--- src/rtl/wb_pkg.sv ---
// Shared types and constants for the writeback arbiter.
// Round-robin arbitration is selected with the WB_RR_EN macro.
package wb_pkg;

    localparam int XLEN       = 64;
    localparam int NUM_SRC    = 3;
    localparam int FIFO_DEPTH = 2;

    localparam logic REG_INT   = 1'b0;
    localparam logic REG_FLOAT = 1'b1;

    typedef struct packed {
        logic [4:0]      rd;
        logic            reg_type;
        logic [XLEN-1:0] data;
    } wb_req_t;

endpackage

--- src/rtl/wb_fifo2.sv ---
// Two-entry result FIFO with a registered ready flag.
// Entry 0 is always the head; a pop shifts entry 1 down.
module wb_fifo2
    import wb_pkg::*;
(
    input  logic       clk,
    input  logic       n_reset,
    input  logic       flush,
    input  logic       push,
    input  logic       pop,
    input  wb_req_t    din,
    output wb_req_t    head,
    output logic [1:0] count,
    output logic       ready
);

    wb_req_t    mem [FIFO_DEPTH];
    logic [1:0] count_nxt;
    logic       wr_idx;

    assign head = mem[0];
    assign wr_idx = pop ? (count == 2'd2) : (count == 2'd1);

    always_comb begin
        count_nxt = count;
        if (flush)
            count_nxt = 2'd0;
        else if (push && !pop)
            count_nxt = count + 2'd1;
        else if (pop && !push)
            count_nxt = count - 2'd1;
    end

    always_ff @(posedge clk or negedge n_reset) begin
        if (!n_reset) begin
            count  <= 2'd0;
            ready  <= 1'b0;
            mem[0] <= '0;
            mem[1] <= '0;
        end else begin
            count <= count_nxt;
            ready <= (count_nxt != 2'(FIFO_DEPTH));
            if (!flush) begin
                if (pop)
                    mem[0] <= mem[1];
                // Later assignment wins when push lands in slot 0.
                if (push)
                    mem[wr_idx] <= din;
            end
        end
    end

endmodule

--- src/rtl/wb_arbiter.sv ---
// Merges per-unit results into the single register file write port.
// Define WB_RR_EN for round-robin arbitration, else fixed priority.
module wb_arbiter #(
    parameter int NUM_SRC = wb_pkg::NUM_SRC,
    parameter int XLEN    = wb_pkg::XLEN
) (
    input  logic                          clk,
    input  logic                          n_reset,
    input  logic                          flush,
    input  logic [NUM_SRC-1:0]            src_valid,
    output logic [NUM_SRC-1:0]            src_ready,
    input  logic [NUM_SRC-1:0][4:0]       src_rd,
    input  logic [NUM_SRC-1:0]            src_type,
    input  logic [NUM_SRC-1:0][XLEN-1:0]  src_data,
    output logic [4:0]                    rd_wb,
    output logic                          reg_type_wb,
    output logic [XLEN-1:0]               op_wb,
    output logic                          we_rd_wb,
    output logic                          wb_busy
);

    localparam int IW = (NUM_SRC > 1) ? $clog2(NUM_SRC) : 1;

    wb_pkg::wb_req_t    head [NUM_SRC];
    wb_pkg::wb_req_t    win;
    logic [1:0]         count [NUM_SRC];
    logic [NUM_SRC-1:0] push;
    logic [NUM_SRC-1:0] pop;
    logic [NUM_SRC-1:0] nonempty;
    logic               found;
    logic [IW-1:0]      sel;

    for (genvar i = 0; i < NUM_SRC; i++) begin : g_src
        wb_pkg::wb_req_t req;
        logic            is_x0;

        assign req.rd       = src_rd[i];
        assign req.reg_type = src_type[i];
        assign req.data     = src_data[i];

        // Writes to x0 are handshaken but never reach the FIFO.
        assign is_x0 = (src_type[i] == wb_pkg::REG_INT) &&
                       (src_rd[i] == 5'd0);
        assign push[i] = src_valid[i] && src_ready[i] &&
                         !flush && !is_x0;
        assign pop[i] = found && (sel == IW'(i)) && !flush;
        assign nonempty[i] = (count[i] != 2'd0);

        wb_fifo2 u_fifo (
            .clk     (clk),
            .n_reset (n_reset),
            .flush   (flush),
            .push    (push[i]),
            .pop     (pop[i]),
            .din     (req),
            .head    (head[i]),
            .count   (count[i]),
            .ready   (src_ready[i])
        );
    end

`ifdef WB_RR_EN
    logic [IW-1:0] ptr;

    always_ff @(posedge clk or negedge n_reset) begin
        if (!n_reset)
            ptr <= IW'(NUM_SRC - 1);
        else if (found && !flush)
            ptr <= sel;
    end

    always_comb begin
        int j;
        j     = 0;
        found = 1'b0;
        sel   = '0;
        win   = head[0];
        for (int k = 1; k <= NUM_SRC; k++) begin
            j = (int'(ptr) + k) % NUM_SRC;
            if (!found && nonempty[j]) begin
                found = 1'b1;
                sel   = IW'(j);
                win   = head[j];
            end
        end
    end
`else
    always_comb begin
        found = 1'b0;
        sel   = '0;
        win   = head[0];
        for (int k = NUM_SRC - 1; k >= 0; k--) begin
            if (nonempty[k]) begin
                found = 1'b1;
                sel   = IW'(k);
                win   = head[k];
            end
        end
    end
`endif

    always_ff @(posedge clk or negedge n_reset) begin
        if (!n_reset) begin
            we_rd_wb    <= 1'b0;
            rd_wb       <= 5'd0;
            reg_type_wb <= 1'b0;
            op_wb       <= '0;
        end else if (flush) begin
            we_rd_wb <= 1'b0;
        end else if (found) begin
            we_rd_wb    <= 1'b1;
            rd_wb       <= win.rd;
            reg_type_wb <= win.reg_type;
            op_wb       <= win.data;
        end else begin
            we_rd_wb <= 1'b0;
        end
    end

    assign wb_busy = (|nonempty) || we_rd_wb;

endmodule

--- config.mk ---
export PLATFORM = sky130hd
export DESIGN_NAME = wb_arbiter
export DESIGN_NICKNAME = d
export VERILOG_FILES = /design/src/rtl/wb_pkg.sv /design/src/rtl/wb_fifo2.sv /design/src/rtl/wb_arbiter.sv
export SDC_FILE = /design/constraint.sdc
export NUM_CORES = 1
export LEC_CHECK = 0
export ABC_CLOCK_PERIOD_IN_PS = 2800
export CORE_ASPECT_RATIO = 1.2
export CORE_MARGIN = 2
export CORE_UTILIZATION = 63
export CTS_BUF_LIST = sky130_fd_sc_hd__clkbuf_4
export DETAILED_ROUTE_END_ITERATION = 6
export DONT_BUFFER_PORTS = 1
export HOLD_SLACK_MARGIN = 0.1
export PLACE_DENSITY_LB_ADDON = 0.25
export SYNTH_ARGS = -nofsm -noshare
export SYNTH_HDL_FRONTEND = slang
export SYNTH_SLANG_ARGS = --single-unit
--- constraint.sdc ---
create_clock -name clk -period 2.8 [get_ports clk]
set_clock_uncertainty 0.2 [all_clocks]
set_input_delay 0.28 -clock clk [delete_from_list [all_inputs] [get_ports clk]]
set_output_delay 0.28 -clock clk [all_outputs]
set_load 0.005 [all_outputs]
Word level (Yosys, flattened, before mapping):

Cells that the tools add are included.

* memory bits (read-only): 0
* latch bits: 0
* register bits after elaboration: 500
* memories: 0
* bits in writable memories: 0

* bitwise operators: 7
* add/subtract/negate cells: 6
* magnitude comparators: 6
* reduce and logical (&&, ||, !) cells: 50
* eq/ne operators: 11
* multiplexer cells: 41
* $mul: 0
* shift operators: 0
* divide/modulo/power cells: 0

Operator list (count)
* $mux 70: 12
* $bwmux 140: 3
* $mux 140: 3
* $demux 70 s1: 3
* $logic_and 1x1->1: 27
* $mux 2: 12
* $logic_not 5->1: 3
* $logic_not 1->1: 10
* $eq 2x1->1 const B: 4
* $eq 2x2->1 const B: 4
* $mux 1: 8
* $reduce_and 2->1: 4
* $add 2x1->2 const B: 3
* $ge 2x2->1 const B: 3
* $lt 2x1->1 const B: 3
* $ne 2x2->1 const B: 3
* $not 1->2: 3
* $reduce_bool 2->1: 3
* $sub 2x1->2 const B: 3
* $not 1->1: 4
* $reduce_or 3->1: 1
* $logic_not 2->1: 1
* $logic_or 1x1->1: 1

Logic depth before layout (Yosys ltp):

Gate-level depths: netlist of the first run.

* depth after elaboration: 15
* gate-level depth with buffers: 9

By module:

Synthesis of the first run repeated with hierarchy kept, for this count alone.

* cell total of the unflattened synthesis: 1856
* area total of the unflattened synthesis: 23583.9 µm²

Modules (own cells, without submodules)
* wb_fifo2: times used 3, sequential area each 3578.4 µm², cells an instance 481, area an instance 6647.6 µm²
* wb_arbiter: times used 1, sequential area each 1776.7 µm², cells an instance 413, area an instance 3641.0 µm²

Worst setup path before layout of the first run:

No wires, ideal clock.

* kind: reg-to-reg
* from: reg g_src[1].u_fifo.count[0]
* to: reg (tool-made name)
* setup slack: 333 ps
* path buffers: 3
* cell stages (with the launch flop): 10
* library setup time: 125 ps
* data required time: 2475 ps
* data arrival time: 2143 ps
* clock period less this slack: 2467 ps
* cell sequence: dfrtp_1 > inv_1 > ha_1 > clkbuf_1 > nor4b_4 > mux2i_1 > nor2b_1 > buf_2 > buf_2 > mux2_2

RTL lines
* from (decl): RTL line wb_fifo2.sv:13 `output logic [1:0] count,`
* from (signal assigned): RTL line wb_fifo2.sv:41 `count <= count_nxt;`

Worst setup path in the final report of the first run:

* from: in src_rd[2] in the netlist's numbering
* to: reg g_src[0].u_fifo.mem, in the netlist g_src[0].u_fifo.head[29]

* word-level cells in the longest chain between the ends: 5

Ends and longest elaborated chain
* from (decl): RTL line wb_arbiter.sv:12 `input logic [NUM_SRC-1:0][4:0] src_rd,`
* $logic_not 5->1: RTL line wb_arbiter.sv:43 `(src_rd[i] == 5'd0);`
* $logic_and 1x1->1: RTL line wb_arbiter.sv:42 `assign is_x0 = (src_type[i] == wb_pkg::REG_INT) &&`
* $logic_not 1->1: RTL line wb_arbiter.sv:45 `!flush && !is_x0;`
* $logic_and 1x1->1: RTL line wb_arbiter.sv:45
* $mux 140: RTL line wb_fifo2.sv:47 `if (push)`
* to (signal, indexed assignment): RTL line wb_fifo2.sv:48 `mem[wr_idx] <= din;`
* to (decl): RTL line wb_fifo2.sv:17 `wb_req_t mem [FIFO_DEPTH];`

Every way passes these cells.
A chain may end at the register's enable or synchronous reset.

==> results of run 1 <==
-- power by group through the flow --
| stage | logic, W | clock network [W] | registers [W] |
|---|---|---|---|
| global placement | 0.00965 | 0 | 0.0128 |
| global route | 0.0129 | 0.00638 | 0.0136 |
| detailed placement | 0.0101 | 0 | 0.0130 |
| floorplan | 0.00788 | 0 | 0.0122 |
| finish | 0.0121 | 0.00600 | 0.0133 |
| CTS | 0.0109 | 0.00581 | 0.0129 |
-- area by class of cell --
cell class	instances	share of cell area
antenna	4	0.000343
clock buffer	161	0.0414
clock inverter	34	0.00651
inverter	198	0.0254
multi-input combinational	1084	0.303
sequential	500	0.428
tap	468	0.0200
timing repair buffer	497	0.175
-- metal layers --
layer | global-route usage | routed length, µm
met3 | 0.107 | 7650
met5 | 0 | 0
met2 | 0.691 | 38700
met4 | 0.278 | 5880
met1 | 0.461 | 26200
-- cell usage in the layout (no fill, tap or decap), types with 68 or more instances in the layout --
master,instances
a221oi_1,68
inv_1,197
clkbuf_4,161
dlygate4sd3_1,446
or3_1,141
mux2_2,136
dfrtp_1,500
nand2_1,100
o21ai_0,100
o221a_2,132
nor2_1,101
-- repair_timing --
action	CTS	global route
resized for setup	0	11
hold endpoints to repair	1000	506
buffers inserted	0	5
setup endpoints to repair	0	202
hold buffers	444	4
-- kinds of logic (layout without fill, tap and decap cells) --
family,count (synthesis),in the layout,synth area share
AO/OA/AOI/OAI,451,452,0.167
XOR/XNOR,3,3,0.00176
adder cells (fa/ha/maj),12,12,0.00649
buffers and inverters,361,890,0.0673
flip-flops,500,500,0.550
multiplexers,216,216,0.117
other,0,4,0
AND/OR/NAND/NOR,400,401,0.0898
-- worst paths after layout --
kind | to | slack (ns) | depth (start not counted)
worst min-delay path | op_wb[54] | -1.06 | 0
max in group asynchronous | g_src[0].u_fifo.head[60] | 1.71 | 0
worst max-delay path | g_src[0].u_fifo.head[29] | -0.01 | 7
worst min register to register | register | 0.29 | 1
min in group clk | g_src[2].u_fifo.count[1] | 0.08 | 2
worst max register to register | g_src[1].u_fifo.head[15] | 0.06 | 7
-- metrics by stage --
step	instance area, µm²	setup WS [ns]	hold slack [ns]	std cells	total power (W)
after floorplan	22700	0.333	-0.216	1943	0.0201
after global placement	23200	0.0992	-0.203	2290	0.0224
after detailed placement	23200	0.0465	-0.198	2290	0.0230
after CTS	29000	0.00745	-1.10	2929	0.0295
after global routing	29200	0.0140	-1.09	2945	0.0329
final	29200	-0.0114	-1.06	2946	0.0314
==> impl_metrics.py, run 1 <==
metrics = {
    "power_and_ir_drop": {
        "p_leak_nw": 13.1,
        "p_int_w": 0.0194,
        "p_sw_frac": 0.385,
        "seqPwrFrac": 0.424,
        "power_frac_comb": 0.385,
        "powerDensity_nw_per_um2": 1080,
        "power.net_switching_w": 0.0121,
        "vdd_drop_max_mv": 0.745,
        "clockPowerShare": 0.191,
    },
    "job": {
        "drv_cap": 0,
    },
    "sta": {
        "finalHoldWorstSlack_ns": -1.06,
        "period_share": 1.00,
        "min_period_ns": 2.81,
        "fmax_ghz": 0.356,
        "setup_tns_ns": -0.0114,
        "setup_viol": 1,
        "finalHoldViolCount": 500,
        "relSlewSlack": -0.452,
        "fin_ws_ns": -0.0114,
        "rsz0062_at_grt": "false",
        "final_max_slew_viol_count": 269,
        "worst_pin_slew_ns": 2.18,
    },
    "setup_path": {
        "cp-end-kind": "register",
        "crit_chain": "dlygate4sd3_1 -> or4_4 -> dlygate4sd3_1 -> o311ai_4 -> buf_12 -> nor2_1 -> a221oi_1",
        "critPathSlowestCell": "dlygate4sd3_1",
        "worstReg2RegStart": "g_src[1].u_fifo.ready",
        "arrival_ns": 3.33,
        "cp_slowest_stage_delay_ns": 0.62,
        "path_delay_family": "buffers and inverters",
        "crit_path_start_kind": "input pin",
        "cp_max_fo": 68,
        "critical_path.startpoint": "src_rd[2]",
        "critical_path_class": "input pin to register",
        "path_buf_inv": 3,
        "cp_common_cell": "dlygate4sd3_1",
        "critPathRequiredTime_ns": 3.32,
    },
    "min_path": {
        "hold_class": "input pin to async pin",
    },
    "placed_design": {
        "io_buffers": 0,
        "gp_routability_congestion": 0.838,
        "dp_hpwl_um": 36200,
    },
    "synth": {
        "synth_top_area_frac": 0.550,
        "ys_seq_elements": 500,
        "ys_seq_area_frac": 0.550,
        "syn_nets": 2170,
        "ys_types": 59,
        "yosysWarningCount": 0,
        "ys_top_cells_by_count": "500 x dfrtp_1, 198 x inv_1, 141 x or3_1",
        "yosysMostFrequentCell": "dfrtp_1",
        "synth_edf_count": 0,
        "syn_area_um2": 22700,
        "synthFlopType": "dfrtp_1",
        "synthArstFlopShare": 1.00,
        "syn_inst": 1943,
        "synthTopCellsByArea": "dfrtp_1 55%, mux2_2 6.7%, o221a_2 6.5%",
        "syn_area_per_cell_um2": 11.7,
        "synth_top_cell_by_area": "dfrtp_1",
    },
    "clock_tree": {
        "insertion_delay_ns": 0.86,
        "cts_tree": "done",
        "root_buffer": "clkbuf_4",
        "cts_max_level": 3,
        "numCtsBuffers": 121,
        "clock_path_buffers": 3,
        "clkTransAtPathRegs_ns": 0.09,
        "cts_sinks": 500,
    },
    "final_layout": {
        "utilization": 0.817,
        "seq_area_um2": 12500,
        "syn2layout_area_growth_pct": 28.4,
        "drive_above_1_share": 0.238,
        "nets": 2629,
        "fill_cells": 1840,
        "multiInputGateArea_um2": 8840,
    },
    "floorplan": {
        "fp.dieArea_um2": 37600,
        "initial_core_util": 0.636,
        "die_y_um": 212,
        "die_x_um": 177,
        "rows": 76,
        "coreArea_um2": 35800,
        "boundaryPins": 291,
    },
    "drt": {
        "wirelength_um": 78500,
        "first_iter_violations": 2165,
        "routedWlPerCell_um": 26.6,
        "post-route-drc-count": 0,
        "drt_pass1_iterations": 6,
        "vias": 19700,
        "ant_nets": 0,
        "viasPerCell": 6.68,
    },
    "global_routing": {
        "grt.overflow.total": 0,
        "antenna_found_initial": 4,
        "grt_util_all_layers": 0.412,
        "grt_pass1_wl_um": 118000,
        "grt_pass1_vias": 21400,
        "grt_max_degree": 501,
    },
    "outcome": {
        "violations": "negative hold slack, max-slew violations, negative setup slack",
        "status": "finished with violations",
    },
}
Note: power is estimated with default switching activity, not from simulation.
==> inputs of run 2 (changes only) <==
--- a/config.mk
+++ b/config.mk
@@ -13,7 +13,7 @@
 export DETAILED_ROUTE_END_ITERATION = 6
 export DONT_BUFFER_PORTS = 1
 export HOLD_SLACK_MARGIN = 0.1
-export PLACE_DENSITY_LB_ADDON = 0.25
+export PLACE_DENSITY = 0.79
 export SYNTH_ARGS = -nofsm -noshare
 export SYNTH_HDL_FRONTEND = slang
 export SYNTH_SLANG_ARGS = --single-unit
==> run 2 against run 1 <==
Effect of this change: largest cell class unchanged; sequential share of layout area down 0.37 points; the flow still finishes with violations (negative hold slack, max-slew violations, negative setup slack); non-clock buffer count is 4 lower; worst setup slack gained 0.0076 ns; via count grew 0.98%; global-route usage grew 2.8 points; first-iteration DRC count increased by 5.5%; sequential cell count unchanged; clock-buffer cell count is 33 higher; die area is the same.
==> impl_metrics.py, run 2 (synthesis gave the netlist of run 1 again) <==
metrics = {
    "setup_path": {
        "reg2reg_slack_ns": -0.004,
        "cp-end-kind": "register",
        "path_depth": 6,
        "cp_max_fo": 23,
        "crit_chain": "inv_1 -> ha_4 -> nor2b_4 -> a21oi_1 -> a211oi_1 -> a21o_1",
        "arrival_ns": 3.41,
        "crit_path_start_kind": "register",
        "critPathRequiredTime_ns": 3.41,
        "cp_slowest_stage_delay_ns": 0.67,
        "path_buf_inv": 1,
        "critPathSlowestCell": "nor2b_4",
        "path_delay_family": "compound AO/OA/AOI/OAI gates",
        "reg2reg_depth": 6,
        "critical_path_class": "register to register",
    },
    "outcome": {
        "status": "finished with violations",
        "violations": "negative hold slack, max-slew violations, negative setup slack",
    },
    "sta": {
        "rsz0062_at_grt": "true",
        "min_period_ns": 2.80,
        "period_share": 1.00,
        "worst_pin_slew_ns": 1.70,
        "relSlewSlack": -0.134,
        "finalHoldWorstSlack_ns": -1.09,
        "fin_ws_ns": -0.00374,
        "setup_tns_ns": -0.00374,
        "fmax_ghz": 0.357,
        "final_max_slew_viol_count": 131,
        "finalHoldViolCount": 500,
        "setup_viol": 1,
    },
    "placed_design": {
        "dp_hpwl_um": 36600,
        "gp_routability_congestion": 0.878,
        "io_buffers": 0,
        "post_dp_cell_area_um2": 23200,
    },
    "floorplan": {
        "die_x_um": 177,
        "coreArea_um2": 35800,
        "die_y_um": 212,
        "rows": 76,
        "initial_core_util": 0.636,
        "fp.dieArea_um2": 37600,
        "boundaryPins": 291,
    },
    "final_layout": {
        "syn2layout_area_growth_pct": 29.5,
        "multiInputGateArea_um2": 8850,
        "fill_cells": 1719,
        "seq_area_um2": 12500,
        "layout_common_cells": "500 x dfrtp_1, 444 x dlygate4sd3_1, 198 x inv_1",
        "nets": 2635,
        "drive_above_1_share": 0.249,
        "fin_area_um2": 29500,
        "mostFrequentLayoutCell": "dfrtp_1",
    },
    "drt": {
        "vias": 19900,
        "ant_nets": 0,
        "post-route-drc-count": 0,
        "first_iter_violations": 2284,
        "drt_pass1_iterations": 6,
        "viasPerCell": 6.70,
        "wirelength_um": 82100,
        "routedWlPerCell_um": 27.7,
    },
    "global_routing": {
        "grt_use_met1": 0.488,
        "grt_util_all_layers": 0.440,
        "use_met2": 0.724,
        "grt_busiest_layer": "met2",
        "grt.overflow.total": 0,
        "grt_pass1_vias": 21600,
        "antenna_found_initial": 5,
        "grt_max_degree": 501,
        "grt_pass1_wl_um": 125000,
        "use_met3": 0.136,
    },
    "power_and_ir_drop": {
        "powerDensity_nw_per_um2": 1110,
        "vdd_drop_max_mv": 0.765,
        "p_leak_nw": 13.2,
        "finalPower_w": 0.0327,
    },
    "clock_tree": {
        "cts_sinks": 500,
        "insertion_delay_ns": 0.88,
        "root_buffer": "clkbuf_4",
        "clock_path_buffers": 3,
        "clkTransAtPathRegs_ns": 0.08,
        "numCtsBuffers": 131,
        "cts_max_level": 4,
        "cts_tree": "done",
    },
    "min_path": {
        "hold_class": "input pin to async pin",
    },
    "job": {
        "drv_cap": 0,
    },
}
-- run 2: timing repair --
| item | in CTS | in global routing |
|---|---|---|
| hold buffers | 438 | 9 |
| endpoints found under the setup margin | 3 | 111 |
| cloned | 1 | 2 |
| buffers inserted | 0 | 6 |
| hold endpoints to repair | 1000 | 504 |
| resized for setup | 5 | 9 |
| pin swaps | 1 | 3 |
-- run 2: cell type report --
type                            count  area share
Multi-Input combinational cell   1084       0.301
Inverter                          198      0.0252
Sequential cell                   500       0.425
Clock buffer                      194      0.0494
Timing Repair Buffer              493       0.172
Tap cell                          468      0.0199
Antenna cell                        3    0.000255
Clock inverter                     26     0.00786
-- run 2: metrics by stage --
step | worst slack [ns] | instances | hold slack [ns] | util
after floorplan | 0.333 | 1943 | -0.216 | -
final | -0.00374 | 2966 | -1.09 | 0.824
after global routing | -0.121 | 2965 | -1.13 | 0.824
after CTS | 0.00809 | 2949 | -1.13 | 0.818
after detailed placement | 0.0321 | 2290 | -0.202 | 0.648
after global placement | 0.0557 | 2290 | -0.198 | 0.648
-- run 2: worst paths after layout --
kind | startpoint | to
max reg2reg | g_src[1].u_fifo.count[1] | op_wb[11]
min in group clk | src_rd[3] | g_src[0].u_fifo.head[43]
max | g_src[1].u_fifo.count[1] | op_wb[11]
min reg2reg | register | register
max in group asynchronous | n_reset | async pin
min | n_reset | g_src[2].u_fifo.head[49]
-- run 2: per-layer routing --
metal,part of all wire,wire [µm],vias up
li1,-,-,8006
met4,0.073,5980,2
met1,0.33,27200,9726
met5,0.00017,14,-
met3,0.10,8600,505
met2,0.49,40300,1627
-- run 2: where the power goes --
part	leakage, nW	internal, W	switching [W]
Combinational	6.34	0.00573	0.00647
Sequential	5.86	0.0108	0.00271
Clock	1.01	0.00361	0.00338
